[src/rtl/sim_test_mailbox_pkg.sv]
`default_nettype none
// ============================================================================
// Module   : sim_test_mailbox_pkg
// Purpose  : Shared constants for the simulation test mailbox: bus accept
//            order code, per-channel register offsets, global FSM encoding
//            and the bus byte-swap helper.
// Ports    : none (package)
// Revision : 1.0 - initial release
// ============================================================================
package sim_test_mailbox_pkg;

  // Memory-bus order code that qualifies a mailbox write
  localparam logic [1:0] ORDER_WRITE = 2'h2;

  // Byte offsets inside one 0x20-byte channel window
  localparam logic [4:0] OFF_FLAG   = 5'h00;
  localparam logic [4:0] OFF_FINISH = 5'h04;
  localparam logic [4:0] OFF_LOG    = 5'h08;
  localparam logic [4:0] OFF_TYPE   = 5'h0C;
  localparam logic [4:0] OFF_INDEX  = 5'h10;
  localparam logic [4:0] OFF_RESULT = 5'h14;
  localparam logic [4:0] OFF_EXPECT = 5'h18;

  // Upper bound on channel count; per-channel storage is sized to this
  localparam int CH_MAX = 8;

  typedef enum logic [1:0] {
    ST_RUN  = 2'd0,
    ST_DONE = 2'd1,
    ST_TOUT = 2'd2
  } state_t;

  // The snooped bus carries data big-endian; registers hold it little-endian
  function automatic logic [31:0] byte_swap(input logic [31:0] d);
    return {d[7:0], d[15:8], d[23:16], d[31:24]};
  endfunction

endpackage
`default_nettype wire

[src/rtl/sim_test_mailbox_fifo.sv]
`default_nettype none
// ============================================================================
// Module   : sim_test_mailbox_fifo
// Purpose  : Log FIFO with first-word-fall-through head, sticky overflow flag
//            and simultaneous push/pop support when full.
// Ports    : clk, rst_n (async active-low)
//            push, push_data  - write side; dropped when full unless popping
//            pop              - read side; ignored when empty
//            valid, head      - not-empty flag and current head entry
//            ovf              - sticky overflow indication
// Revision : 1.0 - initial release
// ============================================================================
module sim_test_mailbox_fifo #(
  parameter int P_DEPTH = 8,
  parameter int P_WIDTH = 35
) (
  input  logic               clk,
  input  logic               rst_n,
  input  logic               push,
  input  logic [P_WIDTH-1:0] push_data,
  input  logic               pop,
  output logic               valid,
  output logic [P_WIDTH-1:0] head,
  output logic               ovf
);

  localparam int AW = $clog2(P_DEPTH);

  // Pointers carry one wrap bit above the index so full and empty differ
  logic [AW:0]        wr_ptr;
  logic [AW:0]        rd_ptr;
  logic [P_WIDTH-1:0] mem [P_DEPTH];
  logic               empty;
  logic               full;
  logic               do_pop;
  logic               do_push;

  assign empty   = (wr_ptr == rd_ptr);
  assign full    = (wr_ptr[AW] != rd_ptr[AW]) && (wr_ptr[AW-1:0] == rd_ptr[AW-1:0]);
  assign do_pop  = pop && !empty;
  // A pop in the same cycle frees the head slot, so a push into a full FIFO succeeds
  assign do_push = push && (!full || do_pop);

  always_ff @(posedge clk or negedge rst_n) begin
    if (!rst_n) begin
      wr_ptr <= '0;
      rd_ptr <= '0;
      ovf    <= 1'b0;
    end else begin
      if (do_push) wr_ptr <= wr_ptr + 1'b1;
      if (do_pop)  rd_ptr <= rd_ptr + 1'b1;
      if (push && !do_push) ovf <= 1'b1;
    end
  end

  // Storage needs no reset: it is only observed through the non-empty gate
  always_ff @(posedge clk) begin
    if (do_push) mem[wr_ptr[AW-1:0]] <= push_data;
  end

  assign valid = !empty;
  assign head  = empty ? '0 : mem[rd_ptr[AW-1:0]];

endmodule
`default_nettype wire

[src/rtl/sim_test_mailbox.sv]
`default_nettype none
// ============================================================================
// Module   : sim_test_mailbox
// Purpose  : Snoops memory-bus writes into per-channel test-result mailboxes,
//            tracks completion of all channels, latches the first failure
//            record and buffers log words in a FIFO.
// Ports    : iCLOCK, inRESET (async active-low)
//            iMEMORY_*         - snooped bus request/lock/rw/order/addr/data
//            oFINISH, oPASS    - run complete, overall result
//            oTIMEOUT          - watchdog expiry (sticky)
//            oERR_*            - first failing channel's record
//            iLOG_RD, oLOG_*   - log FIFO pop port and head view
// Config   : MIST1032ISA_MAILBOX_TIMEOUT_EN enables the RUN-state watchdog;
//            without it oTIMEOUT is tied low.
// Revision : 1.0 - initial release
// ============================================================================
module sim_test_mailbox
  import sim_test_mailbox_pkg::*;
#(
  parameter logic [31:0] P_BASE_ADDR = 32'h0002_0000,
  parameter int          P_CH_N      = 2,
  parameter int          P_LOG_DEPTH = 8,
  parameter int          P_TIMEOUT   = 750000
) (
  input  logic        iCLOCK,
  input  logic        inRESET,
  input  logic        iMEMORY_REQ,
  input  logic        iMEMORY_LOCK,
  input  logic        iMEMORY_RW,
  input  logic [1:0]  iMEMORY_ORDER,
  input  logic [31:0] iMEMORY_ADDR,
  input  logic [31:0] iMEMORY_DATA,
  output logic        oFINISH,
  output logic        oPASS,
  output logic        oTIMEOUT,
  output logic [2:0]  oERR_CH,
  output logic [31:0] oERR_TYPE,
  output logic [31:0] oERR_INDEX,
  output logic [31:0] oERR_RESULT,
  output logic [31:0] oERR_EXPECT,
  input  logic        iLOG_RD,
  output logic        oLOG_VALID,
  output logic [2:0]  oLOG_CH,
  output logic [31:0] oLOG_DATA,
  output logic        oLOG_OVF
);

  localparam logic [31:0] CH_SPAN = 32'(P_CH_N) << 5;
  localparam logic [7:0]  CH_MASK = 8'((1 << P_CH_N) - 1);

  logic        accept;
  logic        hit;
  logic        reg_wr;
  logic        push_log;
  logic [31:0] off;
  logic [31:0] value;
  logic [2:0]  ch;
  logic [4:0]  reg_off;

  logic [7:0]  flag;
  logic [7:0]  done;
  logic [31:0] typ_r [CH_MAX];
  logic [31:0] idx_r [CH_MAX];
  logic [31:0] res_r [CH_MAX];
  logic [31:0] exp_r [CH_MAX];

  logic        err_valid;
  logic [2:0]  err_ch;
  logic [31:0] err_type;
  logic [31:0] err_index;
  logic [31:0] err_result;
  logic [31:0] err_expect;

  logic        all_done;
  logic        wd_expire;
  state_t      state;
  state_t      state_nx;
  logic [34:0] log_head;

  // Address decode: an address below the base wraps to a huge offset and misses
  assign accept   = iMEMORY_REQ && !iMEMORY_LOCK && (iMEMORY_ORDER == ORDER_WRITE) && iMEMORY_RW;
  assign off      = iMEMORY_ADDR - P_BASE_ADDR;
  assign hit      = accept && (off < CH_SPAN);
  assign ch       = off[7:5];
  assign reg_off  = off[4:0];
  assign value    = byte_swap(iMEMORY_DATA);
  // A finished channel is frozen except for its log port
  assign reg_wr   = hit && !done[ch];
  assign push_log = hit && (reg_off == OFF_LOG);

  always_ff @(posedge iCLOCK or negedge inRESET) begin
    if (!inRESET) begin
      flag       <= '0;
      done       <= '0;
      err_valid  <= 1'b0;
      err_ch     <= '0;
      err_type   <= '0;
      err_index  <= '0;
      err_result <= '0;
      err_expect <= '0;
      for (int i = 0; i < CH_MAX; i++) begin
        typ_r[i] <= '0;
        idx_r[i] <= '0;
        res_r[i] <= '0;
        exp_r[i] <= '0;
      end
    end else if (reg_wr) begin
      case (reg_off)
        OFF_FLAG:   flag[ch]  <= value[0];
        OFF_TYPE:   typ_r[ch] <= value;
        OFF_INDEX:  idx_r[ch] <= value;
        OFF_RESULT: res_r[ch] <= value;
        OFF_EXPECT: exp_r[ch] <= value;
        OFF_FINISH: begin
          done[ch] <= 1'b1;
          // Only the first failing channel's record is kept
          if (!flag[ch] && !err_valid) begin
            err_valid  <= 1'b1;
            err_ch     <= ch;
            err_type   <= typ_r[ch];
            err_index  <= idx_r[ch];
            err_result <= res_r[ch];
            err_expect <= exp_r[ch];
          end
        end
        default: ;
      endcase
    end
  end

  assign all_done = ((done & CH_MASK) == CH_MASK);

`ifdef MIST1032ISA_MAILBOX_TIMEOUT_EN
  localparam logic [31:0] WD_LAST = 32'(P_TIMEOUT - 1);
  logic [31:0] wd_cnt;

  // Counts idle RUN cycles; any mailbox write restarts the window
  always_ff @(posedge iCLOCK or negedge inRESET) begin
    if (!inRESET)                     wd_cnt <= '0;
    else if (hit || state != ST_RUN)  wd_cnt <= '0;
    else                              wd_cnt <= wd_cnt + 32'd1;
  end

  assign wd_expire = (state == ST_RUN) && !hit && (wd_cnt == WD_LAST);
`else
  assign wd_expire = 1'b0;
`endif

  always_ff @(posedge iCLOCK or negedge inRESET) begin
    if (!inRESET) state <= ST_RUN;
    else          state <= state_nx;
  end

  always_comb begin
    state_nx = state;
    oFINISH  = 1'b0;
    oPASS    = 1'b0;
    oTIMEOUT = 1'b0;
    case (state)
      ST_RUN: begin
        if (all_done)       state_nx = ST_DONE;
        else if (wd_expire) state_nx = ST_TOUT;
      end
      ST_DONE: begin
        oFINISH = 1'b1;
        oPASS   = !err_valid;
      end
      ST_TOUT: begin
        oFINISH = 1'b1;
`ifdef MIST1032ISA_MAILBOX_TIMEOUT_EN
        oTIMEOUT = 1'b1;
`endif
      end
      default: state_nx = ST_RUN;
    endcase
  end

  assign oERR_CH     = err_ch;
  assign oERR_TYPE   = err_type;
  assign oERR_INDEX  = err_index;
  assign oERR_RESULT = err_result;
  assign oERR_EXPECT = err_expect;

  sim_test_mailbox_fifo #(
    .P_DEPTH (P_LOG_DEPTH),
    .P_WIDTH (35)
  ) u_log_fifo (
    .clk       (iCLOCK),
    .rst_n     (inRESET),
    .push      (push_log),
    .push_data ({ch, value}),
    .pop       (iLOG_RD),
    .valid     (oLOG_VALID),
    .head      (log_head),
    .ovf       (oLOG_OVF)
  );

  assign oLOG_CH   = log_head[34:32];
  assign oLOG_DATA = log_head[31:0];

endmodule
`default_nettype wire
[config.mk]
export PLATFORM = sky130hd
export DESIGN_NAME = sim_test_mailbox
export DESIGN_NICKNAME = d
export VERILOG_FILES = /design/src/rtl/sim_test_mailbox_pkg.sv /design/src/rtl/sim_test_mailbox_fifo.sv /design/src/rtl/sim_test_mailbox.sv
export SDC_FILE = /design/constraint.sdc
export NUM_CORES = 2
export LEC_CHECK = 0
export BUFFER_PORTS_ARGS = -buffer_cell sky130_fd_sc_hd__buf_2
export CAP_MARGIN = 20
export CORE_MARGIN = 5
export CORE_UTILIZATION = 55
export CTS_CLUSTER_SIZE = 25
export DETAILED_ROUTE_END_ITERATION = 8
export HOLD_SLACK_MARGIN = 0.15
export PLACE_DENSITY = 0.73
export SYNTH_ARGS = -nofsm -noshare
export SYNTH_HDL_FRONTEND = slang
export SYNTH_HIERARCHICAL = 1
export SYNTH_SLANG_ARGS = --single-unit
[constraint.sdc]
create_clock -name iCLOCK -period 5.2 [get_ports iCLOCK]
set_input_delay 1.04 -clock iCLOCK [delete_from_list [all_inputs] [get_ports iCLOCK]]
set_output_delay 1.04 -clock iCLOCK [all_outputs]
set_load 0.03 [all_outputs]
# Yosys cells after proc, flatten, opt, wreduce, memory -nomap -nowiden
# Memory sizes are Yosys's and may differ from the RTL's.
# Cells that the tools add are included.
[word_totals]
regBits = 1183
mem_bits_rw = 280
input_bits = 72
output_inout_bits = 171
wordCells = 134
n_memories = 1
[classes]
add_sub_neg = 3
n_lt_le_gt_ge = 5
eq_ne = 14
n_mux = 32
bitwise_logic = 3
n_reduce_logical = 32
[mem_list]
columns = ["name", "words", "word_bits", "read_ports", "rd_ports_with_merged_regs", "wr", "line", "source"]
rows = [
  ["u_log_fifo.mem", 8, 35, 1, 0, 1, "sim_test_mailbox_fifo.sv:32", "logic [P_WIDTH-1:0] mem [P_DEPTH];"],
]
[ops]
columns = ["op", "n"]
rows = [
  ["$bwmux W256", 4],
  ["$bmux W32 S3", 4],
  ["$mux W32", 9],
  ["$demux W32 S3", 1],
  ["$mux W35", 1],
  ["$lt A32 B7 Y1 const B", 1],
  ["$sub A32 B18 Y32 const B", 1],
  ["$eq A5 B5 Y1 const B", 3],
  ["$reduce_and A2 Y1", 7],
  ["$logic_and A1 B1 Y1", 13],
  ["$eq A5 B4 Y1 const B", 2],
  ["$add A4 B1 Y4 const B", 2],
  ["$bwmux W8", 1],
  ["$or A8 B8 Y8", 1],
  ["$logic_not A1 Y1", 7],
  ["$mux W1", 7],
  ["$bmux W1 S3", 2],
  ["$eq A2 B2 Y1 const B", 3],
  ["$eq A5 B3 Y1 const B", 1],
  ["$logic_not A5 Y1", 1],
  ["$eq A4 B4 Y1", 1],
  ["$ge A4 B4 Y1 const B", 1],
  ["$lt A3 B4 Y1 const B", 1],
  ["$lt A4 B1 Y1 const B", 1],
  ["other kinds (14)", 14],
]

# Depth between registers and ports, before layout
[logic_depth]
ltp_word = 9
ltp_mapped = 10

# Modules after synthesis
# The synthesis kept the hierarchy.
[by_module_without_submodules]
columns = ["mod", "n_inst", "cells_per_inst", "area_each_um2", "seq_area_each_um2"]
rows = [
  ["sim_test_mailbox", 1, 3402, 44798.0, 29353.2],
  ["sim_test_mailbox_fifo", 1, 500, 11198.2, 8633.3],
]

# Worst setup path before layout
# Ideal clock, no wire load.
[synth_path]
kind = "input-to-reg"
startpoint = "input iMEMORY_ADDR[17]"
endpoint = "memory u_log_fifo.mem[6][0] (enable)"
setup_ps = 527
arrival_ps = 6269
path_slack_ps = -1596
path_stages = 9
path_buffers = 0
path_cell_list = "inv_1 > ha_1 > nor4b_2 > nand2_1 > nor4_1 > and2_1 > and3_1 > nand2_1 > nor4b_1"
[synth_between]
elab_chain_len = 7
[synth_lines]
columns = ["element", "line", "source"]
rows = [
  ["start, declared", "sim_test_mailbox.sv:31", "input logic [31:0] iMEMORY_ADDR,"],
  ["$sub A32 B18 Y32", "sim_test_mailbox.sv:82", "assign off = iMEMORY_ADDR - P_BASE_ADDR;"],
  ["$lt A32 B7 Y1", "sim_test_mailbox.sv:83", "assign hit = accept && (off < CH_SPAN);"],
  ["$logic_and A1 B1 Y1", "sim_test_mailbox.sv:83", ""],
  ["$logic_and A1 B1 Y1", "sim_test_mailbox.sv:89", "assign push_log = hit && (reg_off == OFF_LOG);"],
  ["net push_log", "sim_test_mailbox.sv:54", "logic push_log;"],
  ["$logic_and A1 B1 Y1", "sim_test_mailbox_fifo.sv:42", "assign do_push = push && (!full || do_pop);"],
  ["$mux W1", "sim_test_mailbox_fifo.sv:58", "if (do_push) mem[wr_ptr[AW-1:0]] <= push_data;"],
  ["$mux W1 (implied by the code)", "sim_test_mailbox_fifo.sv:58", ""],
  ["end, declared", "sim_test_mailbox_fifo.sv:32", ""],
]
# The timed path passes the listed nets, and every way through them passes these cells.

# Worst setup path in the final report
[layout_path]
startpoint = "register u_log_fifo.rd_ptr[0]"
endpoint = "output oLOG_DATA[30]"
[layout_between]
elab_chain_len = 2
elab_cells_between_ends = 3
classes_between = "eq/ne (1); mux (1); memory (1)"
[layout_lines]
columns = ["element", "line", "source"]
rows = [
  ["start, declared", "sim_test_mailbox_fifo.sv:31", "logic [AW:0] rd_ptr;"],
  ["start signal, assigned", "sim_test_mailbox_fifo.sv:51", "if (do_pop) rd_ptr <= rd_ptr + 1'b1;"],
  ["$mem_v2 Z8 W35 / $eq A4 B4 Y1 (equally long branches)", "-", ""],
  ["$mux W35 *", "sim_test_mailbox_fifo.sv:62", "assign head = empty ? '0 : mem[rd_ptr[AW-1:0]];"],
  ["end, declared", "sim_test_mailbox.sv:44", "output logic [31:0] oLOG_DATA,"],
]
# Mark *: on every way between the ends. The rest lies on a longest branch, timed or not.

==> reports/metrics.yaml <==
clock_network:
  clk_pin_slew_worst_paths_ns: 0.06
  numClockSinks: 1462
  clockBufferDepth: 3
  tritoncts: "yes"
  clk-insertion-delay-late_ns: 0.75
  post-cts-setup-buffers: 0
  cts-buffers-inserted: 145
  cts_repair_resize_count: 0
  hold_buffers: 0
  cts-htree-levels: 4
  buffer_type_at_the_clock_tree_root: "sky130_fd_sc_hd__clkbuf_16"
global_routing:
  globalRoute.totalOverflow: 0
  grt_start_max_net_pins: 142
  first_global_vias: 30900
  wire_length_of_the_first_global_routing_pass_um: 200000
  initial_antenna_violation_count: 12
  grt_util_all_layers_pct: 24.7
finish:
  areaGrowthSynthToFinish_pct: 8.76
  final_common_cell: "sky130_fd_sc_hd__dfrtp_1"
  postLayoutCoreUtil_pct: 60.0
  most_used_cells_in_the_layout_excluding_fill_and_tap_cells: "sky130_fd_sc_hd__dfrtp_1, sky130_fd_sc_hd__mux2_2, sky130_fd_sc_hd__edfxtp_1"
  num-nets-final: 3460
  layout-drive-gt1-share_pct: 34.9
  final_cells: 4860
floorplan:
  num_io_pins: 243
  die-height_um: 329
  horiz_die_dim_um: 329
  dieArea_um2: 108000
  placement_rows: 117
  design.core.area_um2: 101000
  floorplan.initialDensity_pct: 55.2
synth:
  synth.distinct_cells: 69
  synth_area_leaders: "sky130_fd_sc_hd__dfrtp_1, sky130_fd_sc_hd__edfxtp_1, sky130_fd_sc_hd__mux2_2, sky130_fd_sc_hd__clkbuf_1, sky130_fd_sc_hd__mux4_2"
  netlist_area_um2: 56000
  synth_sequential_area_ratio_pct: 67.8
  ys.warnings.count: 6
  postSynthAreaPerCell_um2: 14.4
  syn-num-nets: 3977
  netlist_instances: 3902
  yosysTopAreaCellShare_pct: 52.8
  post_synth_edffs: 280
  synth_top_cell_by_area: "sky130_fd_sc_hd__dfrtp_1"
  synth-async-reset-ratio_pct: 80.8
  ys_dominant_reg_cell: "sky130_fd_sc_hd__dfrtp_1"
  ys_seq_elements: 1462
route:
  post_drt_via_cell_ratio: 5.91
  route.detailed.drc: 0
  drt_wl_total_um: 132000
  via_count: 28700
  postRouteAntennaNets: 0
  first_pass_iters: 5
  initial_detailed_routing_violation_count: 2360
  post_drt_wl_per_cell_um: 27.2
setup_path:
  worstPathCellList: "buf_12, mux4_2, mux2i_1, nor2_1, buf_2"
  critPathMaxFanout: 40
  critPathLaunchType: "flip-flop"
  worstReg2RegEnd: "u_log_fifo/mem[2][17]"
  ff2ff_setup_slack_ns: 2.45
  worst_ep_arrival_ns: 3.07
  slowest_delay_ns: 0.87
  worst_path_max_delay_cell: "sky130_fd_sc_hd__dfrtp_4"
  reg2reg_from: "u_log_fifo/rd_ptr[1]"
  cp.required_ns: 4.16
  r2r.worst_path.cells: 6
  end_kind: "primary output"
  crit_type: "reg2out"
  setup.worst_path.start: "u_log_fifo/rd_ptr[0]"
place:
  dpl.cell_count: 4606
  dp.final_hpwl_um: 76900
  port-buffer-count: 241
  place_congestion: 0.787
timing:
  fin_tns_setup_ns: 0
  timing.slew.headroom_pct: 24.2
  fin_skew_ns: 0.0334
  fin_crit_sh_pct: 79.1
  finalHoldViolations: 0
  max_freq_ghz: 0.243
  grt_setup_unrepaired: "false"
  layout_min_cycle_time_ns: 4.11
  worst_slew_pin_slew_ns: 1.14
  finalSetupViolations: 0
  final_report_max_slew_violation_count: 0
status:
  run_status: "completed"
flow_run:
  drv.max_cap_violation_count: 0
min_path:
  timing.hold.worst.start: "idx_r[33]"
  hold_depth: 0
  hold-path-endpoint: "idx_r[33]"
  holdCritPathClass: "reg2reg"
pwr:
  cellLeakagePower_uw: 0.0282
  pwr_cell_area_nw_per_um2: 375
  power.ir.vdd_worst_mv: 0.324
critical path: cells and delay by family, from the launching register on:
kind,cells,cell delay (ns)
muxes,2,0.80
buffers and inverters,2,0.59
and+or+nand+nor,1,0.08
DFF,1,0.87
how the worst max path moves through the flow:
stage	to	slack [ns]	depth (start not counted)
finish	oLOG_DATA[30]	1.09	5
global route	oLOG_DATA[30]	0.84	5
CTS	oLOG_DATA[30]	0.98	5
detailed placement	u_log_fifo/mem[6][1]	0.90	11
global placement	u_log_fifo/mem[6][12]	0.99	11
floorplan	u_log_fifo/mem[6][0]	0.11	9
stage by stage:
step	hold WS, ns	cell area [um^2]	total power [uW]	setup slack (ns)
finish	0.369	60900	22800	1.09
floorplan	0.424	56000	12200	0.112
global route	0.379	60900	23500	0.837
detailed placement	0.362	56200	12800	0.903
CTS	0.375	60900	23000	0.982
global placement	0.360	56200	12700	0.991
registers in the layout, indices dropped and copies added (netlist names), 4 cells and up:
name / count
oERR_INDEX: 32
flag: 8
exp_r: 256
typ_r: 256
idx_r: 256
u_log_fifo/mem: 280
oERR_EXPECT: 32
res_r: 256
oERR_TYPE: 32
oERR_RESULT: 32
u_log_fifo/wr_ptr: 4
u_log_fifo/rd_ptr: 4
done: 8
area by class of cell:
class / instances / area (um^2)
tap: 1368 / 1710
clock buffer: 210 / 4280
timing repair buffer: 321 / 2050
fill: 7350 / 40500
antenna: 3 / 7.51
sequential: 1462 / 38000
multi-input combinational: 1436 / 14400
inverter: 19 / 77.6
clock inverter: 41 / 412
routing by layer:
layer	global-route usage [%]	routed length, um
met1	35.1	56200
met2	38.7	62300
met3	5.96	9990
met4	7.59	3540
met5	0	0
logic make-up after synthesis:
family / Yosys count / share of synthesized area (%)
simple gates: 211 / 1.87
flops: 1462 / 67.8
other cells: 1 / 0.00670
fa+ha+maj: 3 / 0.0670
xor+xnor: 9 / 0.168
mux: 730 / 16.5
compound gates: 482 / 6.62
buf+inv: 1004 / 6.93
power by group:
group | switching (uW) | leakage, uW | total [uW] | internal [uW]
logic | 645 | 0.00694 | 839 | 194
registers | 7.64 | 0.0190 | 11700 | 11700
clock network | 4360 | 0.00229 | 10300 | 5920
cells in the mapped netlist, types with 6 or more instances:
cell / n
sky130_fd_sc_hd__a22oi_1: 123
sky130_fd_sc_hd__o221ai_1: 9
sky130_fd_sc_hd__mux2_2: 527
sky130_fd_sc_hd__edfxtp_1: 280
sky130_fd_sc_hd__buf_2: 49
sky130_fd_sc_hd__o22a_1: 7
sky130_fd_sc_hd__a221oi_1: 174
sky130_fd_sc_hd__o211ai_1: 13
sky130_fd_sc_hd__inv_1: 17
sky130_fd_sc_hd__nor4b_1: 6
sky130_fd_sc_hd__o21ai_0: 61
sky130_fd_sc_hd__o2bb2ai_1: 8
sky130_fd_sc_hd__mux2i_1: 99
sky130_fd_sc_hd__mux4_2: 101
sky130_fd_sc_hd__buf_4: 13
sky130_fd_sc_hd__nand3_1: 12
sky130_fd_sc_hd__a221o_1: 12
sky130_fd_sc_hd__a21oi_1: 23
sky130_fd_sc_hd__nor2_1: 67
sky130_fd_sc_hd__clkbuf_1: 898
sky130_fd_sc_hd__o22ai_1: 19
sky130_fd_sc_hd__xnor2_1: 6
sky130_fd_sc_hd__dfrtp_1: 1182
sky130_fd_sc_hd__a211oi_1: 8
sky130_fd_sc_hd__nand4_1: 9
sky130_fd_sc_hd__nand2_1: 61
sky130_fd_sc_hd__nor2b_1: 12
sky130_fd_sc_hd__buf_1: 25
sky130_fd_sc_hd__nor4_1: 7
No activity file was read; power rests on OpenSTA's default activity.
